## src/rtl/mem_arb_pkg.sv

```systemverilog
// Shared types and width defaults for the two-requester memory arbiter.
// Optional build macro MEM_ARB_FIXED_PRIO_EN selects fixed priority (requester 0 wins ties).
package mem_arb_pkg;

    localparam int unsigned ADDR_W_DEF = 12;
    localparam int unsigned DATA_W_DEF = 16;

    typedef enum logic [1:0] {
        IDLE   = 2'd0,
        ACCESS = 2'd1,
        RESP   = 2'd2
    } state_e;

    typedef logic owner_t;

    localparam owner_t OWNER_0 = 1'b0;
    localparam owner_t OWNER_1 = 1'b1;

endpackage

```

## src/rtl/rr_arb2.sv

```systemverilog
// Two-way winner selection with a last-served pointer (round-robin by default).
// Build macro MEM_ARB_FIXED_PRIO_EN: requester 0 always wins ties and the pointer is removed.
module rr_arb2
    import mem_arb_pkg::*;
(
    input  logic       clk,
    input  logic       rst_n,
    input  logic [1:0] req_i,
    input  logic       advance_i,
    output logic       gnt_valid_c,
    output owner_t     gnt_id_c
);

    assign gnt_valid_c = |req_i;

`ifdef MEM_ARB_FIXED_PRIO_EN

    logic unused_ok;
    assign unused_ok = ^{clk, rst_n, advance_i};

    always_comb begin
        gnt_id_c = OWNER_0;
        if (req_i[1] && !req_i[0]) begin
            gnt_id_c = OWNER_1;
        end
    end

`else

    owner_t last_q;

    // Pointer moves only when the grant is actually taken.
    always_ff @(posedge clk or negedge rst_n) begin
        if (!rst_n) begin
            last_q <= OWNER_1;
        end else if (advance_i) begin
            last_q <= gnt_id_c;
        end
    end

    always_comb begin
        gnt_id_c = OWNER_0;
        if (req_i[1] && (!req_i[0] || (last_q == OWNER_0))) begin
            gnt_id_c = OWNER_1;
        end
    end

`endif

endmodule

```

## src/rtl/mem_arbiter.sv

```systemverilog
// Arbitrates two requesters onto a single synchronous memory port: IDLE -> ACCESS -> RESP.
// Build macro MEM_ARB_FIXED_PRIO_EN switches tie-breaking from round-robin to fixed priority.
module mem_arbiter
    import mem_arb_pkg::*;
#(
    parameter int unsigned ADDR_W = ADDR_W_DEF,
    parameter int unsigned DATA_W = DATA_W_DEF
) (
    input  logic              clk,
    input  logic              resetN,
    input  logic              req0,
    input  logic              req1,
    input  logic              we0,
    input  logic              we1,
    input  logic [ADDR_W-1:0] addr0,
    input  logic [ADDR_W-1:0] addr1,
    input  logic [DATA_W-1:0] wdata0,
    input  logic [DATA_W-1:0] wdata1,
    output logic              ack0,
    output logic              ack1,
    output logic [DATA_W-1:0] rdata,
    output logic [ADDR_W-1:0] Addr,
    output logic [DATA_W-1:0] DataIn,
    output logic              rdEn,
    output logic              wrEn,
    input  logic [DATA_W-1:0] DataOut
);

    state_e            state_q, state_d;
    owner_t            owner_q, owner_d;
    owner_t            gnt_id;
    logic              gnt_valid;
    logic              grant;
    logic              we_q, we_d;
    logic [ADDR_W-1:0] addr_q, addr_d;
    logic [DATA_W-1:0] din_q, din_d;
    logic [DATA_W-1:0] rdata_q, rdata_d;
    logic              rd_q, rd_d;
    logic              wr_q, wr_d;
    logic              ack0_q, ack0_d;
    logic              ack1_q, ack1_d;

    assign grant = (state_q == IDLE) && gnt_valid;

    rr_arb2 u_arb (
        .clk         (clk),
        .rst_n       (resetN),
        .req_i       ({req1, req0}),
        .advance_i   (grant),
        .gnt_valid_c (gnt_valid),
        .gnt_id_c    (gnt_id)
    );

    always_ff @(posedge clk or negedge resetN) begin
        if (!resetN) begin
            state_q <= IDLE;
        end else begin
            state_q <= state_d;
        end
    end

    always_comb begin
        state_d = state_q;
        case (state_q)
            IDLE:    if (gnt_valid) state_d = ACCESS;
            ACCESS:  state_d = RESP;
            RESP:    state_d = IDLE;
            default: state_d = IDLE;
        endcase
    end

    // Request is captured once at grant; later input changes are ignored until the next IDLE.
    always_comb begin
        owner_d = owner_q;
        we_d    = we_q;
        addr_d  = addr_q;
        din_d   = din_q;
        rdata_d = rdata_q;
        rd_d    = 1'b0;
        wr_d    = 1'b0;
        ack0_d  = 1'b0;
        ack1_d  = 1'b0;
        case (state_q)
            IDLE: begin
                if (gnt_valid) begin
                    owner_d = gnt_id;
                    we_d    = (gnt_id == OWNER_1) ? we1 : we0;
                    addr_d  = (gnt_id == OWNER_1) ? addr1 : addr0;
                    din_d   = (gnt_id == OWNER_1) ? wdata1 : wdata0;
                    rd_d    = ~we_d;
                    wr_d    = we_d;
                end
            end
            RESP: begin
                if (!we_q) begin
                    rdata_d = DataOut;
                end
                ack0_d = (owner_q == OWNER_0);
                ack1_d = (owner_q == OWNER_1);
            end
            default: ;
        endcase
    end

    always_ff @(posedge clk or negedge resetN) begin
        if (!resetN) begin
            owner_q <= OWNER_0;
            we_q    <= 1'b0;
            addr_q  <= '0;
            din_q   <= '0;
            rdata_q <= '0;
            rd_q    <= 1'b0;
            wr_q    <= 1'b0;
            ack0_q  <= 1'b0;
            ack1_q  <= 1'b0;
        end else begin
            owner_q <= owner_d;
            we_q    <= we_d;
            addr_q  <= addr_d;
            din_q   <= din_d;
            rdata_q <= rdata_d;
            rd_q    <= rd_d;
            wr_q    <= wr_d;
            ack0_q  <= ack0_d;
            ack1_q  <= ack1_d;
        end
    end

    assign Addr   = addr_q;
    assign DataIn = din_q;
    assign rdEn   = rd_q;
    assign wrEn   = wr_q;
    assign ack0   = ack0_q;
    assign ack1   = ack1_q;
    assign rdata  = rdata_q;

endmodule
```

## config.mk

```make
export PLATFORM = sky130hd
export DESIGN_NAME = mem_arbiter
export DESIGN_NICKNAME = d
export VERILOG_FILES = /design/src/rtl/mem_arb_pkg.sv /design/src/rtl/rr_arb2.sv /design/src/rtl/mem_arbiter.sv
export SDC_FILE = /design/constraint.sdc
export NUM_CORES = 1
export LEC_CHECK = 0
export CELL_PAD_IN_SITES_DETAIL_PLACEMENT = 1
export CELL_PAD_IN_SITES_GLOBAL_PLACEMENT = 1
export CORE_MARGIN = 2
export CORE_UTILIZATION = 35
export DETAILED_ROUTE_END_ITERATION = 12
export DONT_BUFFER_PORTS = 1
export HOLD_SLACK_MARGIN = 0.1
export PLACE_DENSITY = 0.72
export SYNTH_ARGS = -nofsm -noshare
export SYNTH_HDL_FRONTEND = slang
export SYNTH_HIERARCHICAL = 1
export SYNTH_SLANG_ARGS = --single-unit
```

## constraint.sdc

```tcl
create_clock -name clk -period 1.5 [get_ports clk]
set_input_delay 0.3 -clock clk [delete_from_list [all_inputs] [get_ports clk]]
set_output_delay 0.3 -clock clk [all_outputs]
set_load 0.005 [all_outputs]
```

# Word level (Yosys, flattened, before mapping)
# Index checks and enable logic that the tools add are counted.
[classes]
addsub = 0
shift = 0
n_lt_le_gt_ge = 0
n_mux = 12
n_reduce_logical = 8
multipliers = 0
n_eq_ne = 3
n_bitwise = 4
div_mod_pow = 0
[op_table]
columns = ["op", "count"]
rows = [
  ["$mux W16", 1],
  ["$mux W12", 1],
  ["$mux W1", 8],
  ["$not A1 Y1", 4],
  ["$pmux W2 S2", 1],
  ["$reduce_and A2 Y1", 2],
  ["$eq A2 B1 Y1 const B", 1],
  ["$eq A2 B2 Y1 const B", 1],
  ["$logic_and A1 B1 Y1", 2],
  ["$logic_not A2 Y1", 1],
  ["$mux W2", 1],
  ["$ne A2 B2 Y1 const B", 1],
  ["$reduce_or A2 Y1", 1],
  ["$logic_not A1 Y1", 1],
  ["$logic_or A1 B1 Y1", 1],
]
[totals]
register_bits = 53
mem_bits_ro = 0
word_cells = 38
latch_bits = 0
mem_bits_rw = 0
memories = 0

# Logic depth before layout (Yosys ltp)
[depth]
ltp_word = 8
depth_mapped = 4

# Hierarchy
# Netlist, hierarchy kept.
[modules_own_cells]
columns = ["module", "cells_per_inst", "area_each_um2", "seq_area_each_um2", "n_inst"]
rows = [
  ["mem_arbiter", 143, 2288.4, 1301.2, 1],
  ["rr_arb2", 4, 58.8, 26.3, 1],
]

# Least setup slack after synthesis
# OpenSTA, ideal clock, no wires.
[synth_timing]
path_type = "register to register"
start = "register u_arb.last_q"
end = "register din_q[11], in the netlist DataIn[11]"
required_time_ps = 1373
n_path_buf = 1
path_stages_with_launch = 5
path_slack_ps = -125
setup_time_ps = 127
arrival_time_ps = 1498
cell_sequence = "dfstp_2 > a21boi_2 > clkbuf_1 > mux2_2 > mux2_1"
[synth_via]
elab_chain_len = 5
[synth_rtl]
columns = ["item", "line_no", "rtl"]
rows = [
  ["from (decl)", "rr_arb2.sv:30", "owner_t last_q;"],
  ["from (signal assigned)", "rr_arb2.sv:37", "last_q <= gnt_id_c;"],
  ["$not A1 Y1", "rr_arb2.sv:43", "if (req_i[1] && (!req_i[0] || (last_q == OWNER_0))) begin"],
  ["$logic_or A1 B1 Y1", "rr_arb2.sv:43", ""],
  ["$logic_and A1 B1 Y1", "rr_arb2.sv:43", ""],
  ["$mux W1", "rr_arb2.sv:43", ""],
  ["via gnt_id", "mem_arbiter.sv:31", "owner_t gnt_id;"],
  ["$mux W16", "mem_arbiter.sv:89", "din_d = (gnt_id == OWNER_1) ? wdata1 : wdata0;"],
  ["to (signal assigned)", "mem_arbiter.sv:120", "din_q <= din_d;"],
  ["to (decl)", "mem_arbiter.sv:36", "logic [DATA_W-1:0] din_q, din_d;"],
]
# The timed path passes the listed nets, and every way through them passes these cells.
# A chain may end at the register's enable or synchronous reset.

# Worst setup path in the final report
# Same ends and word-level chain as after synthesis.

==> flow_summary.ini <==
[critical_path]
path_class = flip-flop to flip-flop
start_kind = flip-flop
end_kind = flip-flop
max_stage_delay_ns = 0.39
path_cells = a21boi_4, buf_12, mux2_2, mux2_1
crit_required_ns = 1.68
arrival_ns = 1.66
crit_path_max_fanout = 21
cpMaxStageDelayCell = dfstp_2

[floorplan]
dieArea_sq_um = 7380
coreArea_sq_um = 6420
start_util_pct = 36.5
ios = 126
fp-row-count = 29
fp.dieW_um = 85.9
die_h_um = 85.9

[job]
drv_cap = 0

[timing]
skew_ns = 0.00934
finalCriticalPeriod_ns = 1.48
relSlewSlack_pct = 84.1
hold_viol = 53
fmaxAchievable_ghz = 0.675
tns_ns = 0
period_share_pct = 98.8
setup-violations-final = 0
whs_ns = -0.312
report.final.slew_viol_count = 0
max_slew.worst_pin.slew_ns = 0.232
rsz0062_at_grt = yes

[cts]
clk_pin_slew_ns = 0.09
root_buffer = clkbuf_8
htreeDepth = 2
numCtsBuffers = 5
clockBufferDepth = 2
clkSinkCount = 53
cts_tree = done
insertion_delay_ns = 0.29

[detailed_routing]
drcViolationCount = 12
dr_total_vias = 1244
routed_via_density = 5.34
wl_per_cell_um = 19.7
postRouteAntennaNets = 0
drt-pass1-iter-count = 7
routed_wl_mm = 4.60
drtIter0Drc = 40

[global_route]
antenna_found_initial = 0
grt_remaining_overflow = 0
grt_max_degree = 54
grt_pass1_vias = 1458
gr-usage-all-layers_pct = 13.1
grt_pass1_wl_mm = 7.49

[synthesis]
netlist_area_sq_um = 2350
yosysSeqAreaShare_pct = 56.6
synth_cells = 147
ys_warn_count = 6
synth_cell_types = 18
ys_ff_latch = 53
yosysTopAreaCell = dfrtp_1
syn_nets = 225
syn-mean-instance-area_sq_um = 16.0
ys_top_cells_by_area = dfrtp_1 55%, mux2_2 34%, buf_6 1.9%
yosys.area.top_type_share_pct = 55.4

[placement]
dp_hpwl_mm = 3.51
gp_congestion = 0.689
port_buffers = 0
placed_area_sq_um = 2480

[power_and_ir_drop]
peakVddDrop_uv = 604
p_per_area_nw_per_um2 = 1990
p_leak_uw = 0.00108

[layout]
drive_above_1_share_pct = 60.9
insertedDiodeCount = 0
multi_input_area_sq_um = 973
synthToLayoutAreaGrowth_pct = 10.5
seq_area_sq_um = 1330
nets = 233
fillerInstances = 651
fin_area_sq_um = 2590

[run_status]
status = finished with violations
failed_checks = design-rule violations, negative hold slack

[hold_path]
hp-class = input pin to async pin
==> metal layers <==
| layer | global-route usage, % | part of all wire (%) | vias to the layer above |
|---|---|---|---|
| met2 | 24.2 | 55 | 82 |
| li1 | - | - | 537 |
| met1 | 14.2 | 35 | 623 |
| met3 | 5.00 | 9.8 | 2 |
| met4 | 2.60 | 0.41 | 0 |
| met5 | 0 | 0 | - |
==> repair_timing <==
item,in CTS,in global routing
endpoints found under the hold margin,53,53
setup endpoints to repair,10,29
pin swaps,1,1
gates resized for setup,3,1
setup buffers,0,1
==> cell families after synthesis <==
logic type | after synthesis | synth area share [%]
and+or+nand+nor | 9 | 3.84
DFF | 53 | 56.6
AOI/OAI and AO/OA | 1 | 0.480
muxes | 76 | 36.5
buffers and inverters | 8 | 2.61
==> through the flow <==
step	setup slack (ns)	cells	hold slack (ns)	utilization (%)	power, uW
final	0.0180	233	-0.312	40.4	5160
after floorplan	0.0104	147	0.00441	-	3930
after detailed placement	-0.0224	224	0.00576	38.7	4380
after CTS	0.00447	232	-0.323	40.2	5240
after global placement	0.0424	224	0.00558	38.7	4230
after global routing	-0.0613	233	-0.339	40.4	5550
==> cell usage in the layout, fill, tap and decap left out <==
cell | Yosys | routed
buf_12 | 0 | 3
nor3b_4 | 2 | 2
dfstp_2 | 1 | 1
a21boi_4 | 0 | 1
inv_1 | 1 | 1
nor2b_1 | 1 | 1
nor3b_1 | 2 | 2
and2b_2 | 1 | 1
and2_1 | 1 | 1
mux2_2 | 71 | 70
dfrtp_1 | 52 | 51
clkbuf_8 | 0 | 6
and3b_2 | 1 | 1
or2_2 | 1 | 1
buf_4 | 0 | 4
mux2_4 | 1 | 3
mux2_1 | 2 | 1
dfrtp_2 | 0 | 1
buf_6 | 4 | 1
clkbuf_1 | 2 | 2
mux2i_1 | 2 | 2
==> sequential cells by signal (all words and copies together) (netlist names) <==
register and flops:
u_arb/last_q 1, we_q 1, Addr 12, ack1 1, DataIn 16, rdata 16
state_q 2, owner_q 1, wrEn 1, ack0 1, rdEn 1
==> cells in the mapped netlist <==
library cell	number
and2b_2	1
mux2i_1	2
nor3b_4	2
nor3b_1	2
mux2_1	2
dfrtp_1	52
inv_1	1
mux2_2	71
a21boi_2	1
nor2b_1	1
and2_1	1
dfstp_2	1
mux2_4	1
clkbuf_1	2
and3b_2	1
or2_2	1
buf_2	1
buf_6	4
==> worst paths after layout <==
kind,start,endpoint,slack [ns],depth (start not counted)
setup / recovery,u_arb/last_q,DataIn[11],0.02,4
hold / removal,resetN,Addr[6],-0.31,0
setup reg to reg,u_arb/last_q,DataIn[11],0.02,4
hold reg to reg,owner_q,ack0,0.45,1
max in group asynchronous,resetN,u_arb/last_q,1.63,0
min in group clk,DataOut[11],rdata[11],0.16,1
==> power by group <==
part	switching [uW]	internal, uW
combinational	522	1070
sequential	599	2160
clock	426	378
total	1550	3610
==> area by class of cell <==
type / count / share of cell area [%]
sequential: 53 / 51.2
multi-input combinational: 86 / 37.5
timing repair buffer: 8 / 3.91
tap: 77 / 3.71
clock buffer: 8 / 3.47
inverter: 1 / 0.145
==> critical path, delay by kind of cell (launching register included) <==
kind            cells  cell delay, ns
buf+inv             1            0.19
compound gates      1            0.16
flops               1            0.39
mux                 2            0.63
Note: power is estimated with default switching activity, not from simulation.
